===== src/rtl/iq_byte_sequencer_if.sv =====
// Byte-FIFO / I-FIFO / Q-FIFO handshake bundle for iq_byte_sequencer.
//   in_dout, in_empty : head byte and empty flag of the FWFT input byte FIFO
//   in_rd_en          : pop strobe into the input FIFO
//   i_din, i_wr_en    : I sample and push strobe into the I FIFO
//   q_din, q_wr_en    : Q sample and push strobe into the Q FIFO
//   i_full, q_full    : output FIFO full flags
// master = sequencer side, slave = FIFO side.
interface iq_byte_sequencer_if #(
    parameter int DATA_WIDTH = 32
);
    logic [7:0]            in_dout;
    logic                  in_empty;
    logic                  in_rd_en;
    logic [DATA_WIDTH-1:0] i_din;
    logic                  i_wr_en;
    logic                  i_full;
    logic [DATA_WIDTH-1:0] q_din;
    logic                  q_wr_en;
    logic                  q_full;

    modport master (
        input  in_dout, in_empty, i_full, q_full,
        output in_rd_en, i_din, i_wr_en, q_din, q_wr_en
    );

    modport slave (
        output in_dout, in_empty, i_full, q_full,
        input  in_rd_en, i_din, i_wr_en, q_din, q_wr_en
    );
endinterface


===== src/rtl/iq_byte_sequencer.sv =====
// Pops raw bytes from the input byte FIFO, assembles each 4-byte group
// (I lo, I hi, Q lo, Q hi) into a signed 16-bit I/Q pair, quantizes both
// to DATA_WIDTH by a left shift of BITS, and pushes them in lockstep into
// the I and Q FIFOs. Sustains one byte per cycle.
// Ports:
//   clock      : system clock, rising edge
//   reset      : asynchronous, active-low
//   enable     : when low no pops and no pushes; partial state held
//   clear      : synchronous; drops partial pair, zeroes pair_count
//   fifo       : byte/I/Q FIFO handshake bundle (master side)
//   pair_count : I/Q pairs pushed since reset/clear (wraps silently)
//
// state | meaning
// S_B0  | awaiting I low byte
// S_B1  | awaiting I high byte
// S_B2  | awaiting Q low byte
// S_B3  | awaiting Q high byte
// S_WR  | pair complete, awaiting space in both output FIFOs
module iq_byte_sequencer #(
    parameter int DATA_WIDTH = 32,
    parameter int BITS       = 10
) (
    input  logic                clock,
    input  logic                reset,
    input  logic                enable,
    input  logic                clear,
    iq_byte_sequencer_if.master fifo,
    output logic [31:0]         pair_count
);

    typedef enum logic [2:0] {
        S_B0,
        S_B1,
        S_B2,
        S_B3,
        S_WR
    } state_t;

    state_t      state, state_nxt;
    logic [7:0]  byte0, byte1, byte2, byte3;
    logic        rd_ok, wr_ok;
    logic        pop, push;

    logic [15:0]           i_raw, q_raw;
    logic [DATA_WIDTH-1:0] i_ext, q_ext;

    assign rd_ok = enable & ~clear & ~fifo.in_empty;
    assign wr_ok = enable & ~clear & ~fifo.i_full & ~fifo.q_full;

    always_ff @(posedge clock or negedge reset) begin
        if (!reset) begin
            state <= S_B0;
        end else begin
            state <= state_nxt;
        end
    end

    // clear needs no explicit gating of pop/push: rd_ok and wr_ok already
    // include it, so only the next state has to be overridden.
    always_comb begin
        state_nxt = state;
        pop       = 1'b0;
        push      = 1'b0;
        case (state)
            S_B0: if (rd_ok) begin pop = 1'b1; state_nxt = S_B1; end
            S_B1: if (rd_ok) begin pop = 1'b1; state_nxt = S_B2; end
            S_B2: if (rd_ok) begin pop = 1'b1; state_nxt = S_B3; end
            S_B3: if (rd_ok) begin pop = 1'b1; state_nxt = S_WR; end
            S_WR: begin
                if (wr_ok) begin
                    push = 1'b1;
                    // Overlap the first byte of the next pair with the push
                    // so the stream runs at one byte per cycle.
                    if (rd_ok) begin
                        pop       = 1'b1;
                        state_nxt = S_B1;
                    end else begin
                        state_nxt = S_B0;
                    end
                end
            end
            default: state_nxt = S_B0;
        endcase
        if (clear) begin
            state_nxt = S_B0;
        end
    end

    // Strobes are masked by reset so they drop the instant reset asserts,
    // not just once the state register has been forced back to S_B0.
    assign fifo.in_rd_en = pop & reset;
    assign fifo.i_wr_en  = push & reset;
    assign fifo.q_wr_en  = push & reset;

    always_ff @(posedge clock or negedge reset) begin
        if (!reset) begin
            byte0 <= 8'h00;
            byte1 <= 8'h00;
            byte2 <= 8'h00;
            byte3 <= 8'h00;
        end else if (pop) begin
            case (state)
                S_B0, S_WR: byte0 <= fifo.in_dout;
                S_B1:       byte1 <= fifo.in_dout;
                S_B2:       byte2 <= fifo.in_dout;
                S_B3:       byte3 <= fifo.in_dout;
                default:    ;
            endcase
        end
    end

    always_ff @(posedge clock or negedge reset) begin
        if (!reset) begin
            pair_count <= 32'd0;
        end else if (clear) begin
            pair_count <= 32'd0;
        end else if (push) begin
            pair_count <= pair_count + 32'd1;
        end
    end

    assign i_raw = {byte1, byte0};
    assign q_raw = {byte3, byte2};
    assign i_ext = {{(DATA_WIDTH-16){i_raw[15]}}, i_raw};
    assign q_ext = {{(DATA_WIDTH-16){q_raw[15]}}, q_raw};

    assign fifo.i_din = i_ext << BITS;
    assign fifo.q_din = q_ext << BITS;

endmodule


===== src/flat_wrapper.sv =====
// flat-port wrapper written by rule: the top's interface ports become plain ports
module iq_byte_sequencer_flat 
#(
    parameter int DATA_WIDTH = 32,
    parameter int BITS       = 10
)
  (clock, reset, enable, clear, pair_count, fifo_in_dout, fifo_in_empty, fifo_i_full, fifo_q_full, fifo_in_rd_en, fifo_i_din, fifo_i_wr_en, fifo_q_din, fifo_q_wr_en);
  iq_byte_sequencer_if #(.DATA_WIDTH(DATA_WIDTH)) fifo_i ();
  input  logic clock;
  input  logic reset;
  input  logic enable;
  input  logic clear;
  output logic [31:0] pair_count;
  input wire logic [$bits(fifo_i.in_dout)-1:0] fifo_in_dout;
  input wire logic [$bits(fifo_i.in_empty)-1:0] fifo_in_empty;
  input wire logic [$bits(fifo_i.i_full)-1:0] fifo_i_full;
  input wire logic [$bits(fifo_i.q_full)-1:0] fifo_q_full;
  output wire logic [$bits(fifo_i.in_rd_en)-1:0] fifo_in_rd_en;
  output wire logic [$bits(fifo_i.i_din)-1:0] fifo_i_din;
  output wire logic [$bits(fifo_i.i_wr_en)-1:0] fifo_i_wr_en;
  output wire logic [$bits(fifo_i.q_din)-1:0] fifo_q_din;
  output wire logic [$bits(fifo_i.q_wr_en)-1:0] fifo_q_wr_en;
  assign fifo_i.in_dout = fifo_in_dout;
  assign fifo_i.in_empty = fifo_in_empty;
  assign fifo_i.i_full = fifo_i_full;
  assign fifo_i.q_full = fifo_q_full;
  assign fifo_in_rd_en = fifo_i.in_rd_en;
  assign fifo_i_din = fifo_i.i_din;
  assign fifo_i_wr_en = fifo_i.i_wr_en;
  assign fifo_q_din = fifo_i.q_din;
  assign fifo_q_wr_en = fifo_i.q_wr_en;
  iq_byte_sequencer #(.DATA_WIDTH(DATA_WIDTH), .BITS(BITS)) u_core (.clock(clock), .reset(reset), .enable(enable), .clear(clear), .fifo(fifo_i), .pair_count(pair_count));
endmodule

===== config.mk =====
export PLATFORM = sky130hd
export DESIGN_NAME = iq_byte_sequencer_flat
export DESIGN_NICKNAME = d
export VERILOG_FILES = /design/src/rtl/iq_byte_sequencer_if.sv /design/src/rtl/iq_byte_sequencer.sv /design/src/flat_wrapper.sv
export SDC_FILE = /design/constraint.sdc
export NUM_CORES = 1
export LEC_CHECK = 0
export BUFFER_PORTS_ARGS = -buffer_cell sky130_fd_sc_hd__clkbuf_2
export CAP_MARGIN = 25
export CORE_MARGIN = 2
export CORE_UTILIZATION = 35
export CTS_BUF_LIST = sky130_fd_sc_hd__clkbuf_16
export DETAILED_ROUTE_END_ITERATION = 12
export GPL_ROUTABILITY_DRIVEN = 0
export PLACE_DENSITY_LB_ADDON = 0.15
export SYNTH_ARGS = -nofsm -noshare
export SYNTH_HDL_FRONTEND = slang
export SYNTH_SLANG_ARGS = --single-unit

===== constraint.sdc =====
create_clock -name clock -period 3.2 [get_ports clock]
set_input_delay 0.48 -clock clock [delete_from_list [all_inputs] [get_ports clock]]
set_output_delay 0.48 -clock clock [all_outputs]
set_load 0.01 [all_outputs]

# Yosys cells after proc, flatten, opt, wreduce, memory -nomap -nowiden
# Cells that the tools add are included.
classes:
  n_addsub: 1
  eq_ne: 9
  muxes: 15
  bitwise: 10
  n_reduce_logical: 9
op_table:
  columns: ["operator", "count"]
  rows:
  - ["2-to-1 mux 32 bit", 2]
  - ["adder 32 x 1 -> 32 bit (second input constant)", 1]
  - ["2-to-1 mux 3 bit", 6]
  - ["inequality test 3 x 2 -> 1 bit (second input constant)", 5]
  - ["case mux 3 bit (5 select lines)", 1]
  - ["AND reduction 2 bit", 4]
  - ["AND 1 bit", 6]
  - ["== test 3 x 2 -> 1 bit (second input constant)", 2]
  - ["2-to-1 mux 1 bit", 5]
  - ["AND reduction 5 bit", 1]
  - ["inverter 1 bit", 4]
  - ["OR reduction 4 bit", 1]
  - ["== test 3 x 1 -> 1 bit (second input constant)", 1]
  - ["== test 3 bit (second input constant)", 1]
  - ["logical NOT 3 bit", 1]
  - ["case mux 1 bit (2 select lines)", 1]
  - ["nonzero test 2 bit", 1]
  - ["OR reduction 2 bit", 1]
totals:
  register_bits: 67
  inputBits: 15
  out_inout_bits: 99
  wordCells: 50

# Longest topological paths before layout
# Gate-level depths: netlist of run 1.
logic_depth:
  word_depth: 8
  mapped_depth: 6

# Least setup slack after synthesis of run 1
# No wires, ideal clock.
synth_timing:
  path_kind: "register to register"
  start: "register u_core.state[1]"
  end: "register u_core.pair_count[31]"
  arrival_ns: 2.153
  setup_slack_ns: 0.919
  stages_incl_launch_ff: 7
  path_buffers: 2
  path_cell_list: "dfrtp_1 -> buf_2 -> or3b_4 -> or4b_1 -> buf_2 -> nor4_1 -> mux2_1"
synth_via:
  elab_chain_cells: 3
synth_lines:
  columns: ["item", "line", "text"]
  rows:
  - ["start, declared", "iq_byte_sequencer.sv:39", "state_t state, state_nxt;"]
  - ["start signal, assigned", "iq_byte_sequencer.sv:54", "state <= state_nxt;"]
  - ["== test 3 bit", "iq_byte_sequencer.sv:64", "case (state)"]
  - ["2-to-1 mux 1 bit", "iq_byte_sequencer.sv:64", null]
  - ["nonzero test 2 bit (no line)", null, null]
  - ["end signal, assigned", "iq_byte_sequencer.sv:118", "pair_count <= pair_count + 32'd1;"]
  - ["end, declared", "iq_byte_sequencer.sv:28", "output logic [31:0] pair_count"]
# No other way between the ends.
# A chain may end at the register's enable or synchronous reset.

# Worst setup path in the final report of run 1
layout_timing:
  start: "register u_core.state[2]"
  end: "register u_core.pair_count[23]"
# The elaborated chain is that of the path after synthesis.

==> results of run 1 <==
[final cells by class]
| cell class | instances | area (µm²) |
|---|---|---|
| flip-flops and latches | 67 | 1680 |
| repair buffers | 96 | 488 |
| inverters | 3 | 11.3 |
| well taps | 133 | 166 |
| multi-input cells | 234 | 1560 |
| fillers | 998 | 5540 |
| clock inverters | 7 | 56.3 |
| clock buffers | 9 | 225 |
[flip-flops by register name, summed over array words and instances, names as in the netlist]
signal,cells
u_core.byte0,8
u_core.byte1,8
u_core.byte2,8
u_core.byte3,8
u_core.pair_count,32
u_core.state,3
[synthesized netlist by cell type, types with 2 or more instances]
cell type,count
nor2b_1,6
and4_1,4
dfrtp_1,67
nand3_1,15
and3_1,4
or3_1,9
inv_1,3
or4_1,10
nand2_1,17
nand4_1,9
xnor2_1,3
o21ai_0,10
buf_2,3
mux2_2,38
xor2_1,4
nor2_1,23
clkbuf_1,7
or4b_2,2
a31o_2,2
nor3_1,5
buf_4,34
nand2b_1,3
o31ai_1,7
nor4_1,6
a21oi_1,20
and2_1,5
[metal layers]
| layer | global-route usage | wire length (µm) |
|---|---|---|
| met2 | 0.247 | 3820 |
| met5 | 0 | 0 |
| met3 | 0.0566 | 584 |
| met4 | 0.0656 | 172 |
| met1 | 0.194 | 3540 |
[through the flow]
step / power (W) / std cells
finish: 0.00210 / 549
global route: 0.00219 / 549
CTS: 0.00213 / 549
detailed placement: 0.00117 / 533
global placement: 0.00117 / 533
floorplan: 0.00110 / 349
[power by group]
group          switching, W  leakage, nW  internal [W]
logic              0.000125        0.934     0.0000959
registers         0.0000327        0.909      0.000899
clock network      0.000407        0.137      0.000535
total              0.000565         1.98       0.00153
[kinds of logic after synthesis]
logic type	synth area share
other cells	0.00108
flops	0.482
simple gates	0.212
xor+xnor	0.0176
fa+ha+maj	0.00360
mux	0.126
buf+inv	0.0895
compound gates	0.0683
[worst register-to-register path: cells and delay by family (launching register included)]
family	cells	cell delay, ns
DFF	1	0.48
muxes	1	0.37
and+or+nand+nor	3	1.47
[how the worst max path moves through the flow]
stage / from / end / slack, ns
after CTS: u_core.state[2]$_DFFE_PN0P_ / u_core.pair_count[23]$_DFFE_PN0P_ / 0.75
after global routing: u_core.state[2]$_DFFE_PN0P_ / u_core.pair_count[30]$_DFFE_PN0P_ / 0.64
after floorplan: u_core.state[1]$_DFFE_PN0P_ / u_core.pair_count[31]$_DFFE_PN0P_ / 0.92
after detailed placement: clear / u_core.pair_count[30]$_DFFE_PN0P_ / 0.53
final: u_core.state[2]$_DFFE_PN0P_ / u_core.pair_count[23]$_DFFE_PN0P_ / 0.77
after global placement: clear / u_core.pair_count[28]$_DFFE_PN0P_ / 0.59
==> impl_metrics.json, run 1 <==
{
  "rsz0062_at_grt": "false",
  "finalCritPeriodShare": 0.759,
  "cp_slowest_cell": "or4b_1",
  "crit_arrival_ns": 2.65,
  "num_rows": 36,
  "start_kind": "flip-flop",
  "pre_cts_ws_ns": 0.529,
  "yosysTopAreaCellShare": 0.482,
  "placed_cell_area_um2": 3910,
  "hold_violations": 0,
  "r2r_cells": 4,
  "drtIter0Drc": 66,
  "clkSinkCount": 67,
  "dieArea_um2": 10800,
  "synth.avg_cell_area_um2": 10.5,
  "max-vdd-ir-drop_mv": 0.322,
  "fp.dieH_um": 104,
  "clkLatencyLatePin_ns": 0.34,
  "antenna_cells": 0,
  "drv_cap": 0,
  "yosysSeqAreaShare": 0.482,
  "drive_above_1_share": 0.385,
  "power_density_nw_per_um2": 500,
  "rr_startpoint": "u_core.state[2]$_DFFE_PN0P_",
  "num_vias": 2751,
  "cts_buffer_depth": 2,
  "clock_skew_ns": 0.00742,
  "route.detailed.drc": 0,
  "ys.flop_type": "dfrtp_1",
  "setup_violations": 0,
  "fin_area_um2": 4190,
  "via_per_inst": 5.01,
  "post-cts-setup-buffer-count": 0,
  "antenna_left": 0,
  "synth_seq_cells": 67,
  "final_util": 0.430,
  "syn-instance-count": 330,
  "yosys.area.top_type": "dfrtp_1",
  "cp_top_family": "simple AND/OR/NAND/NOR gates",
  "coreArea_um2": 9730,
  "async_flop_share": 1.00,
  "drtPass1Iterations": 4,
  "syn_area_um2": 3480,
  "path_buf_inv": 0,
  "tightest_slew_ns": 0.699,
  "reg2reg_slack_ns": 0.77,
  "max_clock_freq_ghz": 0.412,
  "synthTopCellsByArea": "dfrtp_1, mux2_2, buf_4",
  "grt_pass1_wl_mm": 13.6,
  "antenna_found_initial": 0,
  "hold_path.class": "in -> async",
  "grt-ovfl-total": 0,
  "portBuffers": 93,
  "p_leak_nw": 1.98,
  "wl_mm": 8.12,
  "syn_to_final_growth_pct": 20.3,
  "cp_cell_sequence": "or3b_4 -> or4b_1 -> nor4_1 -> mux2_2",
  "worstPathRequired_ns": 3.42,
  "grt_pass1_vias": 2758,
  "path_clk_slew_ns": 0.06,
  "num-nets-final": 427,
  "place_hpwl_mm": 5.83,
  "status": "finished, final reports clean",
  "wl_per_cell_um": 14.8,
  "yosysUniqueCellTypes": 40,
  "die_w_um": 104,
  "setup_tns_ns": 0,
  "rr_endpoint": "u_core.pair_count[23]$_DFFE_PN0P_",
  "postCtsResizedCells": 0,
  "crit_path_max_fanout": 9,
  "initial_core_util": 0.358,
  "grt_usage": 0.157,
  "min_period_ns": 2.43,
  "cp_slowest_stage_delay_ns": 0.65,
  "cts_made_buffers": 9,
  "cts_tree": "built",
  "num_io_pins": 114,
  "postCtsHoldBufs": 0,
  "path_depth": 4,
  "synth-edff-count": 0,
  "layout_commonest_cell": "clkbuf_2",
  "crit_path_end_kind": "flip-flop",
  "criticalPathCategory": "reg -> reg",
  "synth_warnings": 0,
  "setup_slack_ns": 0.773,
  "slew-limit-headroom": 0.534,
  "root_buffer": "clkbuf_16",
  "h-tree-depth": 3,
  "final_cell_mix": "clkbuf_2, dfrtp_1, mux2_2",
  "grt_start_max_net_pins": 57,
  "drv_slew": 0,
  "timing.hold.ws_ns": 0.0458
}
Power figures use the tool's default switching activity.
==> inputs of run 2 (changes only) <==
- clock period: 3.2 -> 2.05 ns (I/O delays scaled with it)
==> run 2 against run 1 <==
Critical path depth rose by 1. Register-to-register slack worse by 0.73 ns. Sequential share of layout area fell by 4.5 points. Utilization is 5.6 points higher. Wire length is 5.5% higher. Combinational power grew 65%. Clock-buffer cell count did not move. Power is 72% higher. Cell count increased by 8.0%.
==> impl_metrics.json, run 2 (synthesis gave the netlist of run 1 again) <==
{
  "status": "finished, final reports clean",
  "power_density_nw_per_um2": 764,
  "reg2reg_slack_ns": 0.04,
  "pre_cts_ws_ns": -0.0796,
  "initial_core_util": 0.358,
  "drv_cap": 0,
  "setup_violations": 0,
  "p_sw_w": 0.000852,
  "die_w_um": 104,
  "crit_start": "u_core.state[1]$_DFFE_PN0P_",
  "crit_path_end_kind": "flip-flop",
  "power_frac_comb": 0.101,
  "clkLatencyLatePin_ns": 0.32,
  "cts_made_buffers": 9,
  "regArea_um2": 1680,
  "syn_to_final_growth_pct": 35.9,
  "multi_input_area_um2": 1680,
  "finalCritPeriodShare": 0.981,
  "worstPathRequired_ns": 2.26,
  "route.detailed.drc": 0,
  "criticalPathCategory": "reg -> reg",
  "grt_pass1_wl_mm": 14.5,
  "p_int_w": 0.00276,
  "antenna_left": 0,
  "setup_slack_ns": 0.0388,
  "place_hpwl_mm": 6.14,
  "hold_depth": 2,
  "drtIter0Drc": 82,
  "num_vias": 2910,
  "min_period_ns": 2.01,
  "grt-ovfl-total": 0,
  "largest-register": "u_core.pair_count",
  "tightest_slew_ns": 0.773,
  "num_io_pins": 114,
  "wl_mm": 8.57,
  "h-tree-depth": 3,
  "nFillCells": 946,
  "crit_arrival_ns": 2.22,
  "antenna_found_initial": 0,
  "root_buffer": "clkbuf_16",
  "cts_tree": "built",
  "layout_commonest_cell": "clkbuf_2",
  "fp.dieH_um": 104,
  "sequentialPowerShare": 0.402,
  "final_cell_mix": "clkbuf_2, dfrtp_1, buf_4",
  "clock_skew_ns": 0.00816,
  "netSwitchingFraction": 0.236,
  "path_clk_slew_ns": 0.06,
  "via_per_inst": 4.91,
  "grt_pass1_vias": 2916,
  "num-nets-final": 471,
  "slew-limit-headroom": 0.484,
  "grt_usage": 0.165,
  "hold_path.class": "in -> reg",
  "grt_start_max_net_pins": 61,
  "hold_violations": 0,
  "min_from": "fifo_in_dout[3]",
  "drive_above_1_share": 0.480,
  "setup_tns_ns": 0,
  "clkSinkCount": 67,
  "portBuffers": 93,
  "num_rows": 36,
  "clkPwrFrac": 0.497,
  "crit_path_max_fanout": 6,
  "max-vdd-ir-drop_mv": 0.500,
  "r2r_cells": 5,
  "dieArea_um2": 10800,
  "wl_per_cell_um": 14.5,
  "max_clock_freq_ghz": 0.497,
  "rsz0062_at_grt": "true",
  "p_leak_nw": 2.30,
  "drtPass1Iterations": 4,
  "coreArea_um2": 9730,
  "antenna_cells": 0,
  "cts_buffer_depth": 2,
  "rr_startpoint": "u_core.state[1]$_DFFE_PN0P_",
  "largest_reg_flops": 32,
  "total_power_w": 0.00361,
  "drv_slew": 0,
  "start_kind": "flip-flop"
}
run 2: changes by cell type in the layout (fill, tap and decap cells not counted), sizes merged:
| cell | before | now |
|---|---|---|
| bufinv | 0 | 3 |
| inv | 7 | 5 |
| buf | 4 | 47 |
| clkinvlp | 1 | 2 |
| clkinv | 2 | 0 |
| dlygate4sd3 | 0 | 1 |
run 2: area by class of cell:
cell class	instances	area share
multi-input cells	234	0.355
clock inverters	7	0.0259
flip-flops and latches	67	0.355
well taps	133	0.0352
repair buffers	140	0.179
clock buffers	9	0.0476
inverters	3	0.00238
run 2: worst max-delay path: stages (launching register included):
cell	delay, ns
dfrtp_1	0.38
or3b_4	0.40
or4b_4	0.49
buf_6	0.16
nor4_4	0.15
mux2_4	0.32
run 2: through the flow:
stage / hold WS, ns / cells / area [µm²] / utilization
global route: 0.262 / 593 / 4730 / 0.486
global placement: 0.183 / 574 / 4270 / 0.439
detailed placement: 0.187 / 574 / 4270 / 0.439
CTS: 0.258 / 591 / 4640 / 0.476
finish: 0.261 / 593 / 4730 / 0.486
floorplan: 0.0119 / 349 / 3610 / -
run 2: worst paths after layout:
kind                                                     end
setup / recovery           u_core.pair_count[31]$_DFFE_PN0P_
max in group asynchronous   u_core.pair_count[7]$_DFFE_PN0P_
hold reg to reg                  u_core.byte3[2]$_DFFE_PN0P_
min in group asynchronous   u_core.pair_count[3]$_DFFE_PN0P_
hold / removal                   u_core.byte0[3]$_DFFE_PN0P_
setup reg to reg           u_core.pair_count[31]$_DFFE_PN0P_
run 2: timing repair:
item | in CTS | in global routing
gates resized for setup | 2 | 20
endpoints found under the setup margin | 3 | 10
buffers inserted | 0 | 1
hold endpoints to repair | 7 | 0
pin swaps | 0 | 4
gates cloned | 0 | 1
hold buffers | 1 | 0
run 2: layer usage:
metal	track usage	up-vias	part of all wire	wire length (µm)
met5	0	-	0	0
met4	0.0550	0	0.0076	65
met3	0.0390	6	0.050	427
met2	0.274	87	0.50	4270
met1	0.211	1422	0.44	3810
li1	-	1395	-	-
run 2: power by group through the flow:
| stage | sequential (W) | combinational [W] | clock [W] |
|---|---|---|---|
| after floorplan | 0.00151 | 0.000202 | 0 |
| after global placement | 0.00147 | 0.000365 | 0 |
| after detailed placement | 0.00147 | 0.000368 | 0 |
| after CTS | 0.00145 | 0.000371 | 0.00184 |
| after global routing | 0.00146 | 0.000401 | 0.00190 |
| final | 0.00145 | 0.000364 | 0.00180 |
==> inputs of run 3 (changes only) <==
- CORE_UTILIZATION: 35 -> 46
- PLACE_DENSITY: default -> 0.77
- PLACE_DENSITY_LB_ADDON: 0.15 -> default
- TNS_END_PERCENT: default -> 10
==> run 3 against run 2 <==
Register-to-register slack got worse by 0.03 ns. Clock skew decreased by 0.0017 ns. Wire length decreased by 1.1%. Hold slack got worse by 0.0059 ns. Worst setup slack got worse by 0.031 ns. Sequential share of layout area increased by 1.0 points. Non-clock buffer count decreased by 4. Critical endpoint is now u_core.pair_count[25]$_DFFE_PN0P_. Highest routed layer unchanged.
==> impl_metrics.json, run 3 (synthesis gave the netlist of run 1 again) <==
{
  "status": "finished, final reports clean",
  "antenna_left": 0,
  "drive_above_1_share": 0.458,
  "clkLatencyLatePin_ns": 0.33,
  "final_cell_mix": "clkbuf_2, dfrtp_1, buf_4",
  "antenna_found_initial": 0,
  "num-nets-final": 467,
  "grt-ovfl-total": 0,
  "dpl.cell_count": 536,
  "num_rows": 31,
  "dieArea_um2": 8280,
  "min_period_ns": 2.04,
  "coreArea_um2": 7290,
  "drv_slew": 0,
  "path_clk_slew_ns": 0.06,
  "clkSinkCount": 67,
  "die_w_um": 91.0,
  "syn_to_final_growth_pct": 32.0,
  "grt_pass1_wl_mm": 14.4,
  "tightest_slew_ns": 0.758,
  "crit_arrival_ns": 2.26,
  "layout_commonest_cell": "clkbuf_2",
  "fp.dieH_um": 91.0,
  "crit_path_max_fanout": 6,
  "initial_core_util": 0.477,
  "criticalPathCategory": "reg -> reg",
  "layoutNonFillerInstCount": 555,
  "largest-register": "u_core.pair_count",
  "place_hpwl_mm": 6.13,
  "via_per_inst": 5.31,
  "clock_skew_ns": 0.00645,
  "setup_violations": 0,
  "grt_start_max_net_pins": 61,
  "max-vdd-ir-drop_mv": 0.669,
  "root_buffer": "clkbuf_16",
  "slew-limit-headroom": 0.494,
  "portBuffers": 93,
  "start_kind": "flip-flop",
  "hold_violations": 0,
  "cts_buffer_depth": 2,
  "drv_cap": 0,
  "finalCritPeriodShare": 0.996,
  "largest_reg_flops": 32,
  "worstPathRequired_ns": 2.26,
  "setup_tns_ns": 0,
  "wl_mm": 8.48,
  "h-tree-depth": 3,
  "antenna_cells": 0,
  "num_io_pins": 114,
  "num_vias": 2948,
  "wl_per_cell_um": 15.3,
  "drtPass1Iterations": 4,
  "max_clock_freq_ghz": 0.490,
  "grt_usage": 0.215,
  "rsz0062_at_grt": "true",
  "power_density_nw_per_um2": 759,
  "hold_path.class": "in -> reg",
  "drtIter0Drc": 118,
  "crit_path_end_kind": "flip-flop",
  "grt_pass1_vias": 2916,
  "route.detailed.drc": 0,
  "cts_tree": "built",
  "cts_made_buffers": 9,
  "p_leak_nw": 2.26
}
==> run 3: cell count changes in the layout (fill, tap and decap cells not counted), sizes merged <==
cell | previous run | this run
buf | 47 | 43
bufinv | 3 | 2
clkinv | 0 | 2
inv | 5 | 4
==> run 3: path summary, 6_finish.rpt <==
path	from	to	slack, ns	cells past startpoint
min in group asynchronous	reset	u_core.byte3[7]$_DFFE_PN0P_	0.38	2
setup / recovery	u_core.state[1]$_DFFE_PN0P_	u_core.pair_count[25]$_DFFE_PN0P_	0.008	5
setup reg to reg	u_core.state[1]$_DFFE_PN0P_	u_core.pair_count[25]$_DFFE_PN0P_	0.008	5
max in group asynchronous	reset	u_core.pair_count[30]$_DFFE_PN0P_	0.65	3
hold / removal	fifo_in_dout[2]	u_core.byte2[2]$_DFFE_PN0P_	0.26	2
hold reg to reg	u_core.byte2[2]$_DFFE_PN0P_	u_core.byte2[2]$_DFFE_PN0P_	0.51	1
==> run 3: where the power goes <==
| part | internal (W) | total, W | switching (W) |
|---|---|---|---|
| combinational | 0.000159 | 0.000363 | 0.000205 |
| clock | 0.00107 | 0.00166 | 0.000593 |
| sequential | 0.00140 | 0.00146 | 0.0000524 |
==> run 3: per-layer routing <==
| metal | track usage | part of all wire | vias up |
|---|---|---|---|
| li1 | - | - | 1388 |
| met1 | 0.268 | 0.41 | 1461 |
| met2 | 0.372 | 0.52 | 92 |
| met3 | 0.0556 | 0.060 | 7 |
| met4 | 0.0606 | 0.0077 | 0 |
| met5 | 0 | 0 | - |
==> run 3: layout make-up <==
cell class                      instances  area, µm²
Clock inverter                          7        101
Tap cell                               99        124
Inverter                                3       11.3
Clock buffer                            9        225
Fill cell                             597       2700
Timing Repair Buffer                  136        795
Multi-Input combinational cell        234       1660
Sequential cell                        67       1680
==> run 3: stage by stage <==
| stage | total power (W) | utilization | instance area [µm²] | hold slack, ns | setup slack, ns |
|---|---|---|---|---|---|
| 2_1_floorplan | 0.00171 | - | 3610 | 0.0119 | -0.0801 |
| 3_3_place_gp | 0.00183 | 0.574 | 4180 | 0.179 | -0.00448 |
| 3_5_place_dp | 0.00184 | 0.574 | 4180 | 0.182 | -0.0648 |
| 4_1_cts | 0.00352 | 0.625 | 4560 | 0.248 | 0.00160 |
| 5_1_grt | 0.00362 | 0.630 | 4590 | 0.259 | -0.0265 |
| 6_report | 0.00348 | 0.630 | 4590 | 0.256 | 0.00805 |
==> run 3: worst max-delay path, cell delays in order (launching register included) <==
cell and delay [ns]:
dfrtp_1 0.38, or3b_4 0.40, or4b_4 0.49, buf_6 0.16, nor3_4 0.18, mux2_4 0.31
==> run 3: timing repair <==
item / CTS / global route
endpoints found under the setup margin: 6 / 11
setup buffers: 0 / 2
endpoints found under the hold margin: 7 / 0
pin swaps: 0 / 3
gates resized for setup: 7 / 4
hold buffers: 1 / 0
